**src/rtl/imem_loader_if.sv**
```systemverilog
// Byte-stream input and InstructionMemory write-port bundle for imem_loader.
// The master side feeds bytes and observes status; the slave side is the loader.
interface imem_loader_if #(
    parameter int unsigned size = 32
);
    logic              start;
    logic [7:0]        in_data;
    logic              in_valid;
    logic              in_ready;
    logic              wea;
    logic [size-1:0]   addra;
    logic [size-1:0]   dina;
    logic              cpu_hold;
    logic              done;
    logic              error;
    logic [15:0]       words_loaded;

    modport master (
        output start, in_data, in_valid,
        input  in_ready, wea, addra, dina, cpu_hold, done, error, words_loaded
    );

    modport slave (
        input  start, in_data, in_valid,
        output in_ready, wea, addra, dina, cpu_hold, done, error, words_loaded
    );
endinterface

```
**src/rtl/imem_loader.sv**
```systemverilog
// Boot-time loader: packs a big-endian byte stream into 32-bit words and writes
// them into InstructionMemory, holding the core in reset until the load finishes.
module imem_loader #(
    parameter int unsigned MEM_SIZE = 512,
    parameter int unsigned size     = 32
) (
    input logic          clk,
    input logic          reset,
    imem_loader_if.slave bus
);

    localparam logic [2:0] HDR_HI = 3'd0;
    localparam logic [2:0] HDR_LO = 3'd1;
    localparam logic [2:0] DATA   = 3'd2;
    localparam logic [2:0] FLUSH  = 3'd3;
    localparam logic [2:0] DONE   = 3'd4;
    localparam logic [2:0] ERROR  = 3'd5;

    localparam logic [15:0] MEM_WORDS = 16'(MEM_SIZE);

    logic [2:0]      state;
    logic [15:0]     cnt;
    logic [1:0]      byte_idx;
    logic [15:0]     word_idx;
    logic [23:0]     word_asm;
    logic [15:0]     words_loaded_q;
    logic            wea_q;
    logic [size-1:0] addra_q;
    logic [size-1:0] dina_q;
    logic            cpu_hold_q;
    logic            done_q;
    logic            error_q;

    logic            in_ready;
    logic            xfer;
    logic [15:0]     hdr_n;
    logic            last_word;

    always_comb begin
        in_ready  = !reset && ((state == HDR_HI) || (state == HDR_LO) || (state == DATA));
        xfer      = bus.in_valid && in_ready;
        hdr_n     = {cnt[15:8], bus.in_data};
        last_word = (word_idx == (cnt - 16'd1));
    end

    always_ff @(posedge clk) begin
        if (reset) begin
            state          <= HDR_HI;
            cnt            <= '0;
            byte_idx       <= '0;
            word_idx       <= '0;
            word_asm       <= '0;
            words_loaded_q <= '0;
            wea_q          <= 1'b0;
            addra_q        <= '0;
            dina_q         <= '0;
            cpu_hold_q     <= 1'b1;
            done_q         <= 1'b0;
            error_q        <= 1'b0;
        end else begin
            wea_q <= 1'b0;
            case (state)
                HDR_HI: begin
                    if (xfer) begin
                        cnt[15:8] <= bus.in_data;
                        state     <= HDR_LO;
                    end
                end
                HDR_LO: begin
                    if (xfer) begin
                        cnt[7:0] <= bus.in_data;
                        // Size is checked here so no write can ever address beyond MEM_SIZE.
                        if (hdr_n == 16'd0) begin
                            state      <= DONE;
                            done_q     <= 1'b1;
                            cpu_hold_q <= 1'b0;
                        end else if (hdr_n > MEM_WORDS) begin
                            state   <= ERROR;
                            error_q <= 1'b1;
                        end else begin
                            state    <= DATA;
                            byte_idx <= '0;
                            word_idx <= '0;
                        end
                    end
                end
                DATA: begin
                    if (xfer) begin
                        byte_idx <= byte_idx + 2'd1;
                        word_asm <= {word_asm[15:0], bus.in_data};
                        if (byte_idx == 2'd3) begin
                            wea_q          <= 1'b1;
                            addra_q        <= {{(size-16){1'b0}}, word_idx};
                            dina_q         <= {word_asm, bus.in_data};
                            word_idx       <= word_idx + 16'd1;
                            words_loaded_q <= words_loaded_q + 16'd1;
                            if (last_word) begin
                                state <= FLUSH;
                            end
                        end
                    end
                end
                FLUSH: begin
                    // The last write pulse is on the bus during this cycle; release the core after it.
                    state      <= DONE;
                    done_q     <= 1'b1;
                    cpu_hold_q <= 1'b0;
                end
                DONE: begin
                    if (bus.start) begin
                        state          <= HDR_HI;
                        done_q         <= 1'b0;
                        cpu_hold_q     <= 1'b1;
                        words_loaded_q <= '0;
                        byte_idx       <= '0;
                        word_idx       <= '0;
                    end
                end
                ERROR: begin
                    error_q    <= 1'b1;
                    cpu_hold_q <= 1'b1;
                end
                default: begin
                    state <= HDR_HI;
                end
            endcase
        end
    end

    assign bus.in_ready     = in_ready;
    assign bus.wea          = wea_q;
    assign bus.addra        = addra_q;
    assign bus.dina         = dina_q;
    assign bus.cpu_hold     = cpu_hold_q;
    assign bus.done         = done_q;
    assign bus.error        = error_q;
    assign bus.words_loaded = words_loaded_q;

endmodule

```
**src/flat_wrapper.sv**
```systemverilog
// flat-port wrapper written by rule: the top's interface ports become plain ports
module imem_loader_flat 
#(
    parameter int unsigned MEM_SIZE = 512,
    parameter int unsigned size     = 32
)
  (clk, reset, bus_start, bus_in_data, bus_in_valid, bus_in_ready, bus_wea, bus_addra, bus_dina, bus_cpu_hold, bus_done, bus_error, bus_words_loaded);
  imem_loader_if #(.size(size)) bus_i ();
  input logic clk;
  input logic reset;
  input wire logic [$bits(bus_i.start)-1:0] bus_start;
  input wire logic [$bits(bus_i.in_data)-1:0] bus_in_data;
  input wire logic [$bits(bus_i.in_valid)-1:0] bus_in_valid;
  output wire logic [$bits(bus_i.in_ready)-1:0] bus_in_ready;
  output wire logic [$bits(bus_i.wea)-1:0] bus_wea;
  output wire logic [$bits(bus_i.addra)-1:0] bus_addra;
  output wire logic [$bits(bus_i.dina)-1:0] bus_dina;
  output wire logic [$bits(bus_i.cpu_hold)-1:0] bus_cpu_hold;
  output wire logic [$bits(bus_i.done)-1:0] bus_done;
  output wire logic [$bits(bus_i.error)-1:0] bus_error;
  output wire logic [$bits(bus_i.words_loaded)-1:0] bus_words_loaded;
  assign bus_i.start = bus_start;
  assign bus_i.in_data = bus_in_data;
  assign bus_i.in_valid = bus_in_valid;
  assign bus_in_ready = bus_i.in_ready;
  assign bus_wea = bus_i.wea;
  assign bus_addra = bus_i.addra;
  assign bus_dina = bus_i.dina;
  assign bus_cpu_hold = bus_i.cpu_hold;
  assign bus_done = bus_i.done;
  assign bus_error = bus_i.error;
  assign bus_words_loaded = bus_i.words_loaded;
  imem_loader #(.MEM_SIZE(MEM_SIZE), .size(size)) u_core (.clk(clk), .reset(reset), .bus(bus_i));
endmodule
```
**config.mk**
```make
export PLATFORM = sky130hd
export DESIGN_NAME = imem_loader_flat
export DESIGN_NICKNAME = d
export VERILOG_FILES = /design/src/rtl/imem_loader_if.sv /design/src/rtl/imem_loader.sv /design/src/flat_wrapper.sv
export SDC_FILE = /design/constraint.sdc
export NUM_CORES = 1
export LEC_CHECK = 0
export CAP_MARGIN = 15
export CORE_MARGIN = 5
export CORE_UTILIZATION = 59
export CTS_BUF_LIST = sky130_fd_sc_hd__clkbuf_4
export CTS_CLUSTER_DIAMETER = 150
export DETAILED_ROUTE_END_ITERATION = 6
export DONT_BUFFER_PORTS = 1
export GPL_ROUTABILITY_DRIVEN = 0
export GPL_TIMING_DRIVEN = 0
export PLACE_DENSITY = 0.78
export RECOVER_POWER = 25
export SETUP_SLACK_MARGIN = 0.02
export SYNTH_ARGS = -nofsm -noshare
export SYNTH_HDL_FRONTEND = slang
export SYNTH_SLANG_ARGS = --single-unit
```
**constraint.sdc**
```tcl
create_clock -name clk -period 2.8 [get_ports clk]
set_clock_uncertainty 0.2 [all_clocks]
set_input_delay 0.14 -clock clk [delete_from_list [all_inputs] [get_ports clk]]
set_output_delay 0.14 -clock clk [all_outputs]
set_load 0.02 [all_outputs]
```
======== After elaboration in Yosys (flattened, before gate mapping) ========
Cells that the tools add are included.
word-level totals
  input bits .............................. 12
  logic and storage cells ................. 100
  flip-flop bits (word level) ............. 129
cells by class
  bitwise operators ....................... 3
  mux-type cells .......................... 38
  add/subtract/negate cells ............... 4
  reduce and logical (&&, ||, !) cells .... 24
  $lt $le $gt $ge ......................... 1
  equal/unequal tests ..................... 17
operators by type and width
  cell                                                                      number
  16-bit two-way mux                                                        8
  16-bit case mux with 3 select lines                                       1
  16-bit by 1-bit adder with 16-bit output (second input constant)          2
  16-bit case mux with 2 select lines                                       1
  3-bit two-way mux                                                         8
  3-bit case mux with 6 select lines                                        1
  16-bit == test                                                            1
  16-bit by 10-bit > comparator with 1-bit output (second input constant)   1
  16-bit logical NOT                                                        1
  4-bit AND reduction                                                       4
  16-bit by 1-bit subtractor with 16-bit output (second input constant)     1
  7-bit AND reduction                                                       2
  2-bit inequality test (second input constant)                             6
  1-bit two-way mux                                                         10
  2-bit two-way mux                                                         5
  2-bit by 1-bit inequality test with 1-bit output (second input constant)  4
  3-bit by 2-bit == test with 1-bit output (second input constant)          2
  3-bit == test (second input constant)                                     2
  2-bit case mux with 3 select lines                                        1
  2-bit AND reduction                                                       3
  6-bit AND reduction                                                       1
  3-bit nonzero test                                                        2
  1-bit case mux with 4 select lines                                        1
  2-bit nonzero test                                                        2
  13 further kinds                                                          17

======== Depth between registers and ports, before layout ========
  word-level depth ........................ 7
  gate-level depth with buffers ........... 9
  mapped depth without buffers ............ 9

======== Least setup slack after synthesis ========
No wires, ideal clock.
  kind .................................... register to register
  start ................................... register u_core.cnt[0]
  end ..................................... register u_core.state[0]
  required time ........................... 2.521 ns
  setup time .............................. 0.079 ns
  path slack .............................. 0.100 ns
  path buffers ............................ 0
  data arrival time ....................... 2.421 ns
  stages on the path, launching flop included .. 10
  cells stage by stage .................... dfxtp_1 > inv_1 > ha_1 > or3b_1 > nor3_1 > xnor2_1 > o21ai_0 > or4_1 > a2111o_1 > a211oi_2
on the way
  word-level cells in the longest chain between the ends .. 4
ends and longest elaborated chain
  what                                                               RTL line           source
  from (decl)                                                        imem_loader.sv:22  logic [15:0] cnt;
  from (signal assigned)                                             imem_loader.sv:71  cnt[7:0] <= bus.in_data;
  16-bit by 1-bit subtractor with 16-bit output                      imem_loader.sv:43  last_word = (word_idx == (cnt - 16'd1));
  16-bit == test                                                     imem_loader.sv:43
  2-bit by 1-bit inequality test with 1-bit output (no source line)  -
  7-bit AND reduction (no source line)                               -
  to (signal assigned)                                               imem_loader.sv:48  state <= HDR_HI;
  to (signal assigned)                                               imem_loader.sv:66  state <= HDR_LO;
  to (signal assigned)                                               imem_loader.sv:74  state <= DONE;
  to (decl)                                                          imem_loader.sv:21  logic [2:0] state;
No other way between the ends.
A chain may end at the register's enable or synchronous reset.

======== Worst setup path in the final report ========
  start ................................... register u_core.cnt[4]
  end ..................................... register u_core.state[0]
Same word-level chain as after synthesis.

==> tab_implementation.tex <==
\begin{tabular}{lr}
\hline
Metric & Value \\
\hline
\multicolumn{2}{l}{\textbf{Status}} \\
Result of the run & finished, violations left \\
Violations in the final reports & setup timing \\
\multicolumn{2}{l}{\textbf{Power and ir drop}} \\
Post-layout power & between 3 and 4 mW \\
Largest vdd supply drop & 0.299 mV \\
Power per cell area & between 500 and 600 nW/um\^{}2 \\
Leak pwr & about 2.3 nW \\
\multicolumn{2}{l}{\textbf{Synth}} \\
Share of the yosys chip area belonging to registers & 45.6\% \\
Most used flip-flop cell after synthesis & sky130\_fd\_sc\_hd\_\_dfxtp\_1 \\
Synthesized-area fraction occupied by xor and xnor cells & 6.96\% \\
Post-Synthesis Cells & between 600 and 700 \\
Number of synthesized flops with an enable pin & 0 \\
Post-Syn Area per Cell & 8.14 sq um \\
Cell type with the highest aggregate area in the netlist & sky130\_fd\_sc\_hd\_\_dfxtp\_1 \\
Proportion of netlist area held by the largest area contributor & 45.6\% \\
Cell with the most instances after synthesis & sky130\_fd\_sc\_hd\_\_nand2\_1 \\
Ys Warns & 0 \\
Fraction of the mapped netlist area in adder cells & 0.884\% \\
Cell types with the highest counts after synthesis & 170 x sky130\_fd\_sc\_hd\_\_nand2\_1, 129 x sky130\_fd\_sc\_hd\_\_dfxtp\_1, 83 x sky130\_fd\_sc\_hd\_\_a21oi\_1, 61 x sky130\_fd\_sc\_hd\_\_nor2\_1, 27 x sky130\_fd\_sc\_hd\_\_clkbuf\_1 \\
Total of flip-flops plus latches after synthesis & about 130 \\
Count of different cell masters after synthesis & 57 \\
Mux cell area share after synthesis & 3.20\% \\
Syn Std Cell Area & roughly 5700 sq um \\
Async set-or-reset flop fraction in the synthesized netlist & 0\% \\
Compound-cell area share of the yosys netlist & a little under an eighth \\
Most area-consuming cells after synthesis & sky130\_fd\_sc\_hd\_\_dfxtp\_1 46\%, sky130\_fd\_sc\_hd\_\_nand2\_1 11\%, sky130\_fd\_sc\_hd\_\_a21oi\_1 7.3\% \\
Largest family of logic cells by synthesized area & simple AND/OR/NAND/NOR gates \\
Fraction of the mapped netlist area in simple logic gates & 26.3\% \\
\multicolumn{2}{l}{\textbf{Worst setup path}} \\
Kind of start point of the critical path & register \\
Delay-heaviest family, CP & simple AND/OR/NAND/NOR gates \\
Highest cell delay on the worst timing path & 0.66 ns \\
Critical path class & register to register \\
Data required time of the worst path & 3.04 ns \\
Worst endpoint data arrival time & 3.06 ns \\
Critical path's most frequent cell & sky130\_fd\_sc\_hd\_\_or4\_1 \\
Cell-by-cell listing of the critical path & or4\_1, nor2\_2, xnor2\_1, nand4\_1, or4\_1, a2111o\_1, a211oi\_2 \\
Critical path endpoint category & register \\
Critical-path cell with the highest stage delay & sky130\_fd\_sc\_hd\_\_or4\_1 \\
Critical path peak fanout & 6 \\
Buffers and inverters on the worst path & 0 \\
\multicolumn{2}{l}{\textbf{Timing}} \\
Final max-slew violation count & 0 \\
Final hold vios & 0 \\
Fraction of the cycle the final worst path needs & 101\% \\
Slack of the critical path & -0.0156 ns \\
Setup repair after global routing missed its margin & yes \\
Total Negative Setup Slacks & -0.0156 ns \\
Setup violations, final & 1 \\
Relative slew slack & 42.8\% \\
Worst-Margin Slew & 0.853 ns \\
Achievable frequency & 355 MHz \\
Shortest clock period the worst path allows after layout & 2.82 ns \\
\multicolumn{2}{l}{\textbf{Clock tree}} \\
Clock Tree Buf Depth & 2 \\
Buffer type at the clock tree root & sky130\_fd\_sc\_hd\_\_clkbuf\_4 \\
Clock insertion delay at the later pin of the skew report & 0.52 ns \\
Inserted Clock Buffers & 17 \\
Num Clock Sinks & 129 \\
Max H-tree Level & 4 \\
Clock edge transition at the registers on the reported setup and hold paths & between 0.1 and 0.15 ns \\
Clock tree from TritonCTS & done \\
\multicolumn{2}{l}{\textbf{Global route}} \\
Number of antenna violations at the first check in global routing & 0 \\
Overall overflow remaining after global route & 0 \\
Largest net degree at the start of global routing & 17 \\
First-pass GRT wire length & 22.2 mm \\
Combined global-route utilization of all metal layers & 23.7\% \\
Vias in the first global route & 4557 \\
\multicolumn{2}{l}{\textbf{Routing}} \\
Antenna Violating Nets Remaining & 0 \\
Initial DRC Count & between 150 and 200 \\
Detailed-route vias per instance & about 5.5 \\
TritonRoute pass-1 iters & 5 \\
Vias post-DR & 4873 \\
Overall routed net length & roughly 14 mm \\
DRC violations left & 0 \\
WL/cell & around 16 microns \\
\multicolumn{2}{l}{\textbf{Finish}} \\
Diodes inserted & 0 \\
Proportion of layout cells with a drive suffix above 1 & 11.2\% \\
\# nets final & about 760 \\
Filler-free cell count of the finished design & 885 \\
Area grow syn2layout & 12.6\% \\
\multicolumn{2}{l}{\textbf{Floorplanning}} \\
Core region area & approximately 9300 sq um \\
Count of standard-cell rows & 35 \\
Effective utilization at floorplan & 61.0\% \\
Die area & 11700 sq um \\
Vertical die dimension & 108 microns \\
Top-Level Pins & 97 \\
Die boundary width & roughly 110 microns \\
\multicolumn{2}{l}{\textbf{Place}} \\
Cells after DPL & 840 \\
Worst Setup Slack post-DPL & -0.248 ns \\
Post-DP HPWL & 10.1 mm \\
\# port buffers & 0 \\
\multicolumn{2}{l}{\textbf{Flow run}} \\
Maximum capacitance violations & 0 \\
\multicolumn{2}{l}{\textbf{Min path}} \\
Worst hold path type & primary input to register \\
\hline
\end{tabular}
==> placed cells by master (no fill, tap or decap), drive strengths merged, types with 13 or more instances in the layout <==
cell type  instances
inv               16
nand3b            14
xor2              22
xnor2             23
clkbuf            46
mux2i             17
conb              16
nand2            170
a21oi             83
buf               24
nor2              62
nand3             13
dfxtp            129
==> tightest hold or removal path, delay by kind of cell <==
family             cells  cell delay (ns)
and+or+nand+nor        3             0.32
AOI/OAI and AO/OA      3             0.25
==> power by group <==
group	internal (mW)	leakage [nW]	total [mW]	switching [mW]
sequential	1.85	1.04	1.86	0.0180
combinational	0.116	1.16	0.287	0.170
clock	0.466	0.141	1.23	0.769
total	2.43	2.35	3.39	0.957
==> final timing paths <==
| kind | start | endpoint | slack, ns | cells past startpoint |
|---|---|---|---|---|
| max | u_core.cnt[4]$_SDFFE_PP0P_ | u_core.state[0]$_SDFFE_PP0P_ | -0.02 | 7 |
| min | bus_in_data[7] | u_core.bus.error$_SDFFE_PP0P_ | 0.03 | 6 |
| max reg2reg | u_core.cnt[4]$_SDFFE_PP0P_ | u_core.state[0]$_SDFFE_PP0P_ | -0.02 | 7 |
| min reg2reg | u_core.word_asm[19]$_SDFFE_PP0P_ | u_core.bus.dina[27]$_SDFFE_PP0P_ | 0.27 | 2 |
==> cells by family (layout without fill, tap and decap cells) <==
| logic type | count (synthesis) | count (layout) |
|---|---|---|
| fa+ha+maj | 4 | 4 |
| flops | 129 | 129 |
| mux | 18 | 18 |
| compound gates | 115 | 115 |
| simple gates | 323 | 323 |
| other cells | 1 | 16 |
| buf+inv | 61 | 106 |
| xor+xnor | 45 | 45 |
==> registers in the layout (all words and copies together) (netlist names) <==
signal / count
u_core.bus.dina: 32
u_core.word_asm: 24
u_core.bus.addra: 16
u_core.bus.words_loaded: 16
u_core.cnt: 16
u_core.word_idx: 16
u_core.state: 3
u_core.byte_idx: 2
u_core.bus.cpu_hold: 1
u_core.bus.done: 1
u_core.bus.error: 1
u_core.bus.wea: 1
==> area by class of cell <==
type                            count  area (sq um)
Sequential cell                   129          2590
Clock buffer                       17           128
Multi-Input combinational cell    521          2930
Buffer                             52           264
Tap cell                          129           161
Clock inverter                     15           149
Inverter                            9          33.8
Fill cell                         775          2910
Timing Repair Buffer               13           128
==> metal layers <==
layer,track usage (%),up-vias,part of all wire [%]
met5,0,-,0
met4,9.11,0,2.3
met3,6.39,25,7.1
met2,39.2,180,48
met1,29.5,2273,42
li1,-,2395,-
==> stage by stage <==
step / hold WS (ns) / cell area, sq um / utilization (%)
2_1_floorplan: 0.0390 / 5720 / -
3_3_place_gp: 0.0491 / 5880 / 63.3
3_5_place_dp: 0.0471 / 5880 / 63.3
4_1_cts: 0.00105 / 6320 / 68.1
5_1_grt: 0.0401 / 6380 / 68.7
6_report: 0.0328 / 6380 / 68.7
==> timing repair <==
item,4_1_cts,5_1_grt
setup buffers,0,1
endpoints found under the setup margin,17,47
hold buffers,12,0
pin swaps,2,3
gates cloned,0,0
resized for setup,10,15
hold endpoints to repair,52,0
Power figures use the tool's default switching activity.
